===== src/rtl/puzzle_board_ctrl_if.sv =====
// Button-pulse inputs and display/status outputs of the 3x3 sliding-puzzle board.
// The slave modport is the board controller; the master modport is the button/display side.
interface puzzle_board_ctrl_if #(
  parameter int MOVE_W = 10
);
  logic              start;
  logic              mv_up;
  logic              mv_down;
  logic              mv_left;
  logic              mv_right;
  logic [11:0]       row1;
  logic [11:0]       row2;
  logic [11:0]       row3;
  logic [3:0]        blank_pos;
  logic [MOVE_W-1:0] move_count;
  logic              busy;
  logic              solved;
  logic [1:0]        state;

  modport slave (
    input  start, mv_up, mv_down, mv_left, mv_right,
    output row1, row2, row3, blank_pos, move_count, busy, solved, state
  );

  modport master (
    output start, mv_up, mv_down, mv_left, mv_right,
    input  row1, row2, row3, blank_pos, move_count, busy, solved, state
  );
endinterface


===== src/rtl/puzzle_board_ctrl.sv =====
// 3x3 sliding-puzzle board: LFSR-driven solvable shuffle, player moves, solved detection.
// Board cell i lives in r_board[i]; the blank is stored as value 0.
module puzzle_board_ctrl #(
  parameter int          SHUFFLE_MOVES = 64,
  parameter logic [15:0] LFSR_SEED     = 16'hACE1,
  parameter int          MOVE_W        = 10
) (
  input logic                clk,
  input logic                clr,
  puzzle_board_ctrl_if.slave pb
);

  typedef enum logic [1:0] {
    S_IDLE    = 2'd0,
    S_SHUFFLE = 2'd1,
    S_PLAY    = 2'd2,
    S_SOLVED  = 2'd3
  } state_t;

  localparam logic [35:0] SOLVED_BOARD = 36'h0_8765_4321;
  localparam logic [15:0] LFSR_INIT    = (LFSR_SEED == 16'h0000) ? 16'h0001 : LFSR_SEED;
  localparam logic [7:0]  SHUF_LOAD    = 8'(SHUFFLE_MOVES);

  // Direction encoding: 0 up, 1 down, 2 left, 3 right.
  function automatic logic f_legal(input logic [3:0] b, input logic [1:0] d);
    case (d)
      2'd0:    f_legal = (b >= 4'd3);
      2'd1:    f_legal = (b <= 4'd5);
      2'd2:    f_legal = ((b % 4'd3) != 4'd0);
      default: f_legal = ((b % 4'd3) != 4'd2);
    endcase
  endfunction

  function automatic logic [3:0] f_target(input logic [3:0] b, input logic [1:0] d);
    case (d)
      2'd0:    f_target = b - 4'd3;
      2'd1:    f_target = b + 4'd3;
      2'd2:    f_target = b - 4'd1;
      default: f_target = b + 4'd1;
    endcase
  endfunction

  function automatic logic [MOVE_W-1:0] f_sat_inc(input logic [MOVE_W-1:0] m);
    f_sat_inc = (m == '1) ? m : m + 1'b1;
  endfunction

  state_t            r_state, w_state_nxt;
  logic [8:0][3:0]   r_board, w_board_nxt;
  logic [3:0]        r_blank, w_blank_nxt;
  logic [7:0]        r_shuf_cnt, w_shuf_cnt_nxt;
  logic [MOVE_W-1:0] r_move_cnt, w_move_cnt_nxt;
  logic [15:0]       r_lfsr, w_lfsr_nxt;
  logic              r_busy, r_solved;
  logic [3:0]        w_mv_vec;
  logic [1:0]        w_play_dir, w_dir;
  logic              w_do_swap;
  logic [3:0]        w_tgt;

  always_ff @(posedge clk or posedge clr) begin
    if (clr) begin
      r_state    <= S_IDLE;
      r_board    <= SOLVED_BOARD;
      r_blank    <= 4'd8;
      r_shuf_cnt <= 8'd0;
      r_move_cnt <= '0;
      r_lfsr     <= LFSR_INIT;
      r_busy     <= 1'b0;
      r_solved   <= 1'b0;
    end else begin
      r_state    <= w_state_nxt;
      r_board    <= w_board_nxt;
      r_blank    <= w_blank_nxt;
      r_shuf_cnt <= w_shuf_cnt_nxt;
      r_move_cnt <= w_move_cnt_nxt;
      r_lfsr     <= w_lfsr_nxt;
      r_busy     <= (w_state_nxt == S_SHUFFLE);
      r_solved   <= (w_state_nxt == S_SOLVED);
    end
  end

  always_comb begin
    w_lfsr_nxt     = {r_lfsr[14:0], r_lfsr[15] ^ r_lfsr[13] ^ r_lfsr[12] ^ r_lfsr[10]};
    w_mv_vec       = {pb.mv_right, pb.mv_left, pb.mv_down, pb.mv_up};
    w_play_dir     = 2'd0;
    case (w_mv_vec)
      4'b0010: w_play_dir = 2'd1;
      4'b0100: w_play_dir = 2'd2;
      4'b1000: w_play_dir = 2'd3;
      default: w_play_dir = 2'd0;
    endcase

    w_state_nxt    = r_state;
    w_board_nxt    = r_board;
    w_blank_nxt    = r_blank;
    w_shuf_cnt_nxt = r_shuf_cnt;
    w_move_cnt_nxt = r_move_cnt;
    w_do_swap      = 1'b0;
    w_dir          = 2'd0;
    w_tgt          = r_blank;

    case (r_state)
      S_IDLE, S_SOLVED: begin
        if (pb.start) begin
          w_state_nxt    = S_SHUFFLE;
          w_shuf_cnt_nxt = SHUF_LOAD;
          w_move_cnt_nxt = '0;
        end
      end
      S_SHUFFLE: begin
        // A shuffle that happens to land back on the solved board keeps going one move at a time.
        if (r_shuf_cnt == 8'd0) begin
          if (r_board != SOLVED_BOARD) w_state_nxt    = S_PLAY;
          else                         w_shuf_cnt_nxt = 8'd1;
        end else begin
          w_dir = r_lfsr[1:0];
          if (f_legal(r_blank, w_dir)) begin
            w_do_swap      = 1'b1;
            w_shuf_cnt_nxt = r_shuf_cnt - 8'd1;
          end
        end
      end
      default: begin
        if (pb.start) begin
          w_state_nxt    = S_SHUFFLE;
          w_shuf_cnt_nxt = SHUF_LOAD;
          w_move_cnt_nxt = '0;
        end else if (r_board == SOLVED_BOARD) begin
          w_state_nxt = S_SOLVED;
        end else if ($onehot(w_mv_vec) && f_legal(r_blank, w_play_dir)) begin
          w_dir          = w_play_dir;
          w_do_swap      = 1'b1;
          w_move_cnt_nxt = f_sat_inc(r_move_cnt);
        end
      end
    endcase

    if (w_do_swap) begin
      w_tgt                = f_target(r_blank, w_dir);
      w_board_nxt[r_blank] = r_board[w_tgt];
      w_board_nxt[w_tgt]   = 4'd0;
      w_blank_nxt          = w_tgt;
    end
  end

  assign pb.row1       = {r_board[0], r_board[1], r_board[2]};
  assign pb.row2       = {r_board[3], r_board[4], r_board[5]};
  assign pb.row3       = {r_board[6], r_board[7], r_board[8]};
  assign pb.blank_pos  = r_blank;
  assign pb.move_count = r_move_cnt;
  assign pb.busy       = r_busy;
  assign pb.solved     = r_solved;
  assign pb.state      = r_state;

endmodule

===== src/flat_wrapper.sv =====
// flat-port wrapper written by rule: the top's interface ports become plain ports
module puzzle_board_ctrl_flat 
#(
  parameter int          SHUFFLE_MOVES = 64,
  parameter logic [15:0] LFSR_SEED     = 16'hACE1,
  parameter int          MOVE_W        = 10
)
  (clk, clr, pb_start, pb_mv_up, pb_mv_down, pb_mv_left, pb_mv_right, pb_row1, pb_row2, pb_row3, pb_blank_pos, pb_move_count, pb_busy, pb_solved, pb_state);
  puzzle_board_ctrl_if #(.MOVE_W(MOVE_W)) pb_i ();
  input logic clk;
  input logic clr;
  input wire logic [$bits(pb_i.start)-1:0] pb_start;
  input wire logic [$bits(pb_i.mv_up)-1:0] pb_mv_up;
  input wire logic [$bits(pb_i.mv_down)-1:0] pb_mv_down;
  input wire logic [$bits(pb_i.mv_left)-1:0] pb_mv_left;
  input wire logic [$bits(pb_i.mv_right)-1:0] pb_mv_right;
  output wire logic [$bits(pb_i.row1)-1:0] pb_row1;
  output wire logic [$bits(pb_i.row2)-1:0] pb_row2;
  output wire logic [$bits(pb_i.row3)-1:0] pb_row3;
  output wire logic [$bits(pb_i.blank_pos)-1:0] pb_blank_pos;
  output wire logic [$bits(pb_i.move_count)-1:0] pb_move_count;
  output wire logic [$bits(pb_i.busy)-1:0] pb_busy;
  output wire logic [$bits(pb_i.solved)-1:0] pb_solved;
  output wire logic [$bits(pb_i.state)-1:0] pb_state;
  assign pb_i.start = pb_start;
  assign pb_i.mv_up = pb_mv_up;
  assign pb_i.mv_down = pb_mv_down;
  assign pb_i.mv_left = pb_mv_left;
  assign pb_i.mv_right = pb_mv_right;
  assign pb_row1 = pb_i.row1;
  assign pb_row2 = pb_i.row2;
  assign pb_row3 = pb_i.row3;
  assign pb_blank_pos = pb_i.blank_pos;
  assign pb_move_count = pb_i.move_count;
  assign pb_busy = pb_i.busy;
  assign pb_solved = pb_i.solved;
  assign pb_state = pb_i.state;
  puzzle_board_ctrl #(.SHUFFLE_MOVES(SHUFFLE_MOVES), .LFSR_SEED(LFSR_SEED), .MOVE_W(MOVE_W)) u_core (.clk(clk), .clr(clr), .pb(pb_i));
endmodule

===== config.mk =====
export PLATFORM = sky130hd
export DESIGN_NAME = puzzle_board_ctrl_flat
export DESIGN_NICKNAME = d
export VERILOG_FILES = /design/src/rtl/puzzle_board_ctrl_if.sv /design/src/rtl/puzzle_board_ctrl.sv /design/src/flat_wrapper.sv
export SDC_FILE = /design/constraint.sdc
export NUM_CORES = 1
export LEC_CHECK = 0
export ABC_AREA = 1
export BUFFER_PORTS_ARGS = -buffer_cell sky130_fd_sc_hd__buf_2
export CORE_MARGIN = 2
export CORE_UTILIZATION = 55
export DETAILED_ROUTE_END_ITERATION = 8
export PLACE_DENSITY = 0.76
export RECOVER_POWER = 50
export SLEW_MARGIN = 20
export SYNTH_ARGS = -nofsm -noshare
export SYNTH_HDL_FRONTEND = slang
export SYNTH_SLANG_ARGS = --single-unit

===== constraint.sdc =====
create_clock -name clk -period 8.1 [get_ports clk]
set_clock_uncertainty 0.05 [all_clocks]
set_input_delay 2.43 -clock clk [delete_from_list [all_inputs] [get_ports clk]]
set_output_delay 2.43 -clock clk [all_outputs]
set_load 0.02 [all_outputs]

# Yosys cells after proc, flatten, opt, wreduce, memory -nomap -nowiden
# Index checks and enable logic that the tools add are counted.
[classes]
add_sub_neg = 9
div_mod_pow = 1
magnitude_cmp = 6
eq_ne = 23
n_mux = 45
bitwise_logic = 6
reduce_logical = 15
[ops]
columns = ["op", "count"]
rows = [
  ["10-bit 2-to-1 mux", 5],
  ["8-bit 2-to-1 mux", 5],
  ["36-bit bitwise AND", 1],
  ["36-bit bitwise mux", 1],
  ["36-bit by 32-bit == test with 1-bit output (second input constant)", 1],
  ["36-bit by 32-bit != test with 1-bit output (second input constant)", 1],
  ["36-bit NOT", 1],
  ["4-bit demux with 4-bit select", 2],
  ["10-bit case mux with 2 select lines", 1],
  ["2-bit 2-to-1 mux", 9],
  ["4-bit binary-select mux with 4-bit select", 1],
  ["4-bit 2-to-1 mux", 4],
  ["4-bit case mux with 3 select lines", 1],
  ["10-bit by 1-bit adder with 10-bit output (second input constant)", 1],
  ["10-bit == test (second input constant)", 1],
  ["2-bit by 1-bit == test with 1-bit output (second input constant)", 5],
  ["2-bit == test (second input constant)", 5],
  ["4-bit by 5-bit < comparator with 1-bit output (second input constant)", 2],
  ["1-bit 2-to-1 mux", 10],
  ["4-bit by 1-bit >= comparator with 1-bit output (second input constant)", 2],
  ["2-bit zero test", 4],
  ["8-bit zero test", 1],
  ["2-bit case mux with 2 select lines", 2],
  ["8-bit by 1-bit subtractor with 8-bit output (second input constant)", 1],
  ["29 further kinds", 38],
]
[word_totals]
reg_bits = 78
inputBits = 7
output_inout_bits = 54
wordCells = 121

# Depth between registers and ports, before layout
[logic_depth]
depth_word = 21
depth_mapped = 37
ltp_nobuf = 37

# Worst setup path after synthesis
# Ideal clock, no wire load.
[synth_path]
path_kind = "input to register"
startpoint = "input pb_mv_right"
endpoint = "register u_core.r_board (netlist bit u_core.pb.row1[11])"
setup_time_ns = 0.117
arrival_ns = 6.050
required_ns = 7.933
slack_ns = 1.883
stages = 28
n_path_buf = 0
cell_sequence = "inv_1 ha_1 ha_1 fa_1 nor2_1 nand2_1 nor2_1 nand2_1 inv_2 nand3_4 o21ai_0 inv_1 ha_1 fa_1 o21ai_1 inv_1 nand2_2 inv_1 a22oi_1 nand2_1 nand2_1 nand2_1 nand2_1 nand3_1 o211ai_1 inv_1 nand2_1 nand2_1"
[synth_via]
elab_chain_cells = 21
word_cells_on_any_way = 38
cone_classes = "add/sub: 2; order compare: 2; eq/ne: 8; mux: 20; bitwise: 2; reduce/logical: 4"
[synth_lines]
columns = ["element", "line_no", "source"]
rows = [
  ["start: declaration", "flat_wrapper.sv:16", "input wire logic [$bits(pb_i.mv_right)-1:0] pb_mv_right;"],
  ["4-bit == test, or another cell as far along", "puzzle_board_ctrl.sv:85", "case (w_mv_vec)"],
  ["2-bit case mux with 3 select lines", "puzzle_board_ctrl.sv:85", ""],
  ["2-bit == test, or another cell as far along", "puzzle_board_ctrl.sv:26", "case (d)"],
  ["1-bit case mux with 3 select lines", "puzzle_board_ctrl.sv:26", ""],
  ["1-bit 2-to-1 mux", "puzzle_board_ctrl.sv:127", "end else if (r_board == SOLVED_BOARD) begin"],
  ["1-bit 2-to-1 mux", "puzzle_board_ctrl.sv:123", "if (pb.start) begin"],
  ["1-bit 2-to-1 mux", "puzzle_board_ctrl.sv:101", "case (r_state)"],
  ["1-bit logical AND", "puzzle_board_ctrl.sv:129", "end else if ($onehot(w_mv_vec) && f_legal(r_blank, w_play_dir)) begin"],
  ["[... 5 more ...]", "-", ""],
  ["4-bit case mux with 3 select lines", "puzzle_board_ctrl.sv:35", "case (d)"],
  ["4-bit 2-to-1 mux", "puzzle_board_ctrl.sv:137", "if (w_do_swap) begin"],
  ["4-bit by 5-bit < comparator with 1-bit output (implied by the code) or 4-bit by 1-bit >= comparator with 1-bit output (tied branches)", "puzzle_board_ctrl.sv:140", "w_board_nxt[w_tgt] = 4'd0;"],
  ["1-bit logical AND (implied by the code)", "puzzle_board_ctrl.sv:140", ""],
  ["4-bit 2-to-1 mux (implied by the code)", "puzzle_board_ctrl.sv:140", ""],
  ["4-bit demux with 4-bit select", "-", ""],
  ["36-bit NOT (no line)", "-", ""],
  ["36-bit bitwise AND (no line)", "-", ""],
  ["end signal: assignment", "puzzle_board_ctrl.sv:71", "r_board <= w_board_nxt;"],
  ["end: declaration", "puzzle_board_ctrl.sv:48", "logic [8:0][3:0] r_board, w_board_nxt;"],
]
# Parallel ways exist; a longest one is shown, timed or not. The select of a mux whose other input is x is not followed.
# A chain may end at the register's enable or synchronous reset.

# Worst setup path in the final report
[layout_path]
startpoint = "input pb_mv_right"
endpoint = "register u_core.r_board (netlist bit u_core.pb.row1[5])"
# Same word-level chain as after synthesis.

==> flow_summary.ini <==
[timing]
maxClockFrequency_ghz = 0.148
relSlewSlack = -1.76
finalHoldViolCount = 0
whs_ps = 303
setup_viol = 0
worst_pin_slew_ps = 4140
timing.final.ws_setup_ps = 1350
tns_ps = 0
grt_setup_unrepaired = no
finalCritPeriodShare = 0.834
slew_viol_final = 79
fin_crit_ps = 6750

[clocking]
post_cts_resized = 0
clockBufferDepth = 2
cts.sinks = 78
clk_pin_slew_worst_paths_ps = 90
cts_setup_buffers = 0
ctsHoldBuffers = 0
cts_made_buffers = 9
clock-root-buffer = clkbuf_8
worstSkewPairLatency_ps = 370
htreeDepth = 3
tritoncts = yes

[worst_hold_path]
min_path_type = flip-flop to flip-flop

[place]
place_area_sq_um = 5390
place_hpwl_um = 9980
placed_cells = 847
pre_cts_slack_ps = 1070
numPortBuffers = 60
globalplace.congestion = 0.958

[yosys]
yosysTopAreaCellShare = 0.278
synth-seq-cells = 78
synthCells = 694
yosysSeqAreaShare = 0.392
ys_types = 40
ys_warn_count = 0
syn_area_sq_um = 5050
synth_area_leaders = dfrtp_1 28%, nand2_1 15%, dfstp_2 11%, nand3_1 8.4%, ha_1 5.7%
yosysTopAreaCell = dfrtp_1
ys.flop_type = dfrtp_1
synth-edff-count = 0
synthArstFlopShare = 1.00
avgSynthCellArea_sq_um = 7.27
syn_nets = 726

[route]
drt_iter0_drc = 374
ant_nets = 0
wl_um = 14100
dr.pass1.iters = 5
vias = 4930
routed_via_density = 5.71
wl_per_cell_um = 16.3
route.detailed.drc = 0

[global_route]
first_global_vias = 4513
gr-total-overflow = 0
grtUsageTotal = 0.292
grt_antenna_before_repair = 0
grt_pass1_wl_um = 23100
grt_max_degree = 79

[power]
power_density_nw_per_um2 = 424
total_power_mw = 2.36
ir_drop_uv = 230
leakagePower_nw = 2.92

[floorplanning]
ios = 61
die-area_sq_um = 9960
die_w_um = 99.8
die_y_um = 99.8
num_rows = 34
core_area_sq_um = 8810
start_util = 0.573

[final_layout]
drive_gt1_frac = 0.150
area_delta_synth_final_pct = 10.2
design_area_sq_um = 5560
post-route-util = 0.632
layout.nets = 782
instances_no_fill = 863
antenna-diode-count = 0

[worst_setup_path]
worst-path-max-fanout = 9
path_buf_inv = 5
cp-start-kind = primary input
slowest_stage = nand3_1
crit_chain = buf_2 -> inv_1 -> ha_1 -> ha_1 -> fa_1 -> nor2_1 -> nand2_1 -> nor2_1 -> nand2_1 -> inv_2 -> nand3_4 -> o21ai_0 -> inv_1 -> ha_1 -> fa_1 -> o21ai_1 -> nor2_1 -> inv_1 -> nor2_1 -> o31ai_1 -> nand3_1 -> a21oi_1 -> nand2_1 -> nand2_1
cpPeakStageDelay_ps = 460
crit_required_ps = 8360
end_kind = flip-flop
cp.arrival_ps = 7010
crit_family = adder cells
path_class = primary input to flip-flop

[outcome]
status = complete, but fails checks
violations = max-capacitance violations, max-slew violations

[job]
drv_cap = 1
==> layout by cell type (no fill, tap or decap), drive strengths merged, types with 3 or more instances in the layout <==
cell type / count
o21ai: 50
nand3: 89
a31oi: 8
a21oi: 38
xor2: 6
clkbuf: 18
o22ai: 4
or2: 4
xnor2: 5
dfrtp: 56
dfstp: 22
ha: 23
nand2: 205
nand4: 6
buf: 53
nor2: 57
inv: 78
nor3b: 3
o221ai: 3
nor3: 11
==> cell type report <==
type	instances	area, sq um
Fill cell	822	3240
Multi-Input combinational cell	525	2680
Sequential cell	78	1980
Timing Repair Buffer	62	302
Inverter	74	278
Tap cell	108	135
Clock buffer	9	124
Clock inverter	7	63.8
==> routing by layer <==
metal,vias up,track usage,routed length (um)
li1,2392,-,-
met1,2357,0.444,6690
met2,161,0.437,6330
met3,20,0.0467,846
met4,0,0.0780,224
met5,-,0,0
==> flip-flops by register name, summed over array words and instances (netlist names) <==
register / flops
u_core.r_lfsr: 16
u_core.pb.row1: 12
u_core.pb.row2: 12
u_core.pb.row3: 12
u_core.pb.move_count: 10
u_core.r_shuf_cnt: 8
u_core.pb.blank_pos: 4
u_core.pb.state: 2
u_core.pb.busy: 1
u_core.pb.solved: 1
==> final timing paths <==
path	start	end	slack, ps	depth (start not counted)
setup / recovery	pb_mv_right	u_core.pb.row1[5]	1350	24
hold / removal	u_core.r_lfsr[5]	u_core.r_lfsr[6]	300	0
setup reg to reg	u_core.pb.blank_pos[0]	u_core.pb.row1[5]	2370	30
hold reg to reg	u_core.r_lfsr[5]	u_core.r_lfsr[6]	300	0
max in group asynchronous	clr	u_core.pb.blank_pos[0]	2060	3
min in group asynchronous	clr	u_core.pb.row3[5]	3630	3
==> Yosys cell counts, drive strengths merged (3+ instances only) <==
library cell and instances:
nand2 205, nand3 89, inv 74, nor2 57, dfrtp 56, o21ai 50
a21oi 38, ha 23, dfstp 22, buf 16, nor3 11, a31oi 8
nand4 6, xor2 6, xnor2 5, o22ai 4, or2 4, nor3b 3
o221ai 3
==> cells by family after synthesis <==
group                      after synthesis  share of synthesized area
AOI/OAI and AO/OA                      112                      0.123
adders and majority gates               25                     0.0649
DFF                                     78                      0.392
and+or+nand+nor                        377                      0.324
buffers and inverters                   91                     0.0768
xor gates and xnor gates                11                     0.0191
==> report_power, final <==
part           switching, mW  internal [mW]
Sequential             0.146          0.505
Combinational          0.998          0.425
Clock                  0.168          0.118
Total                   1.31           1.05
(Power assumes the default switching activity.)
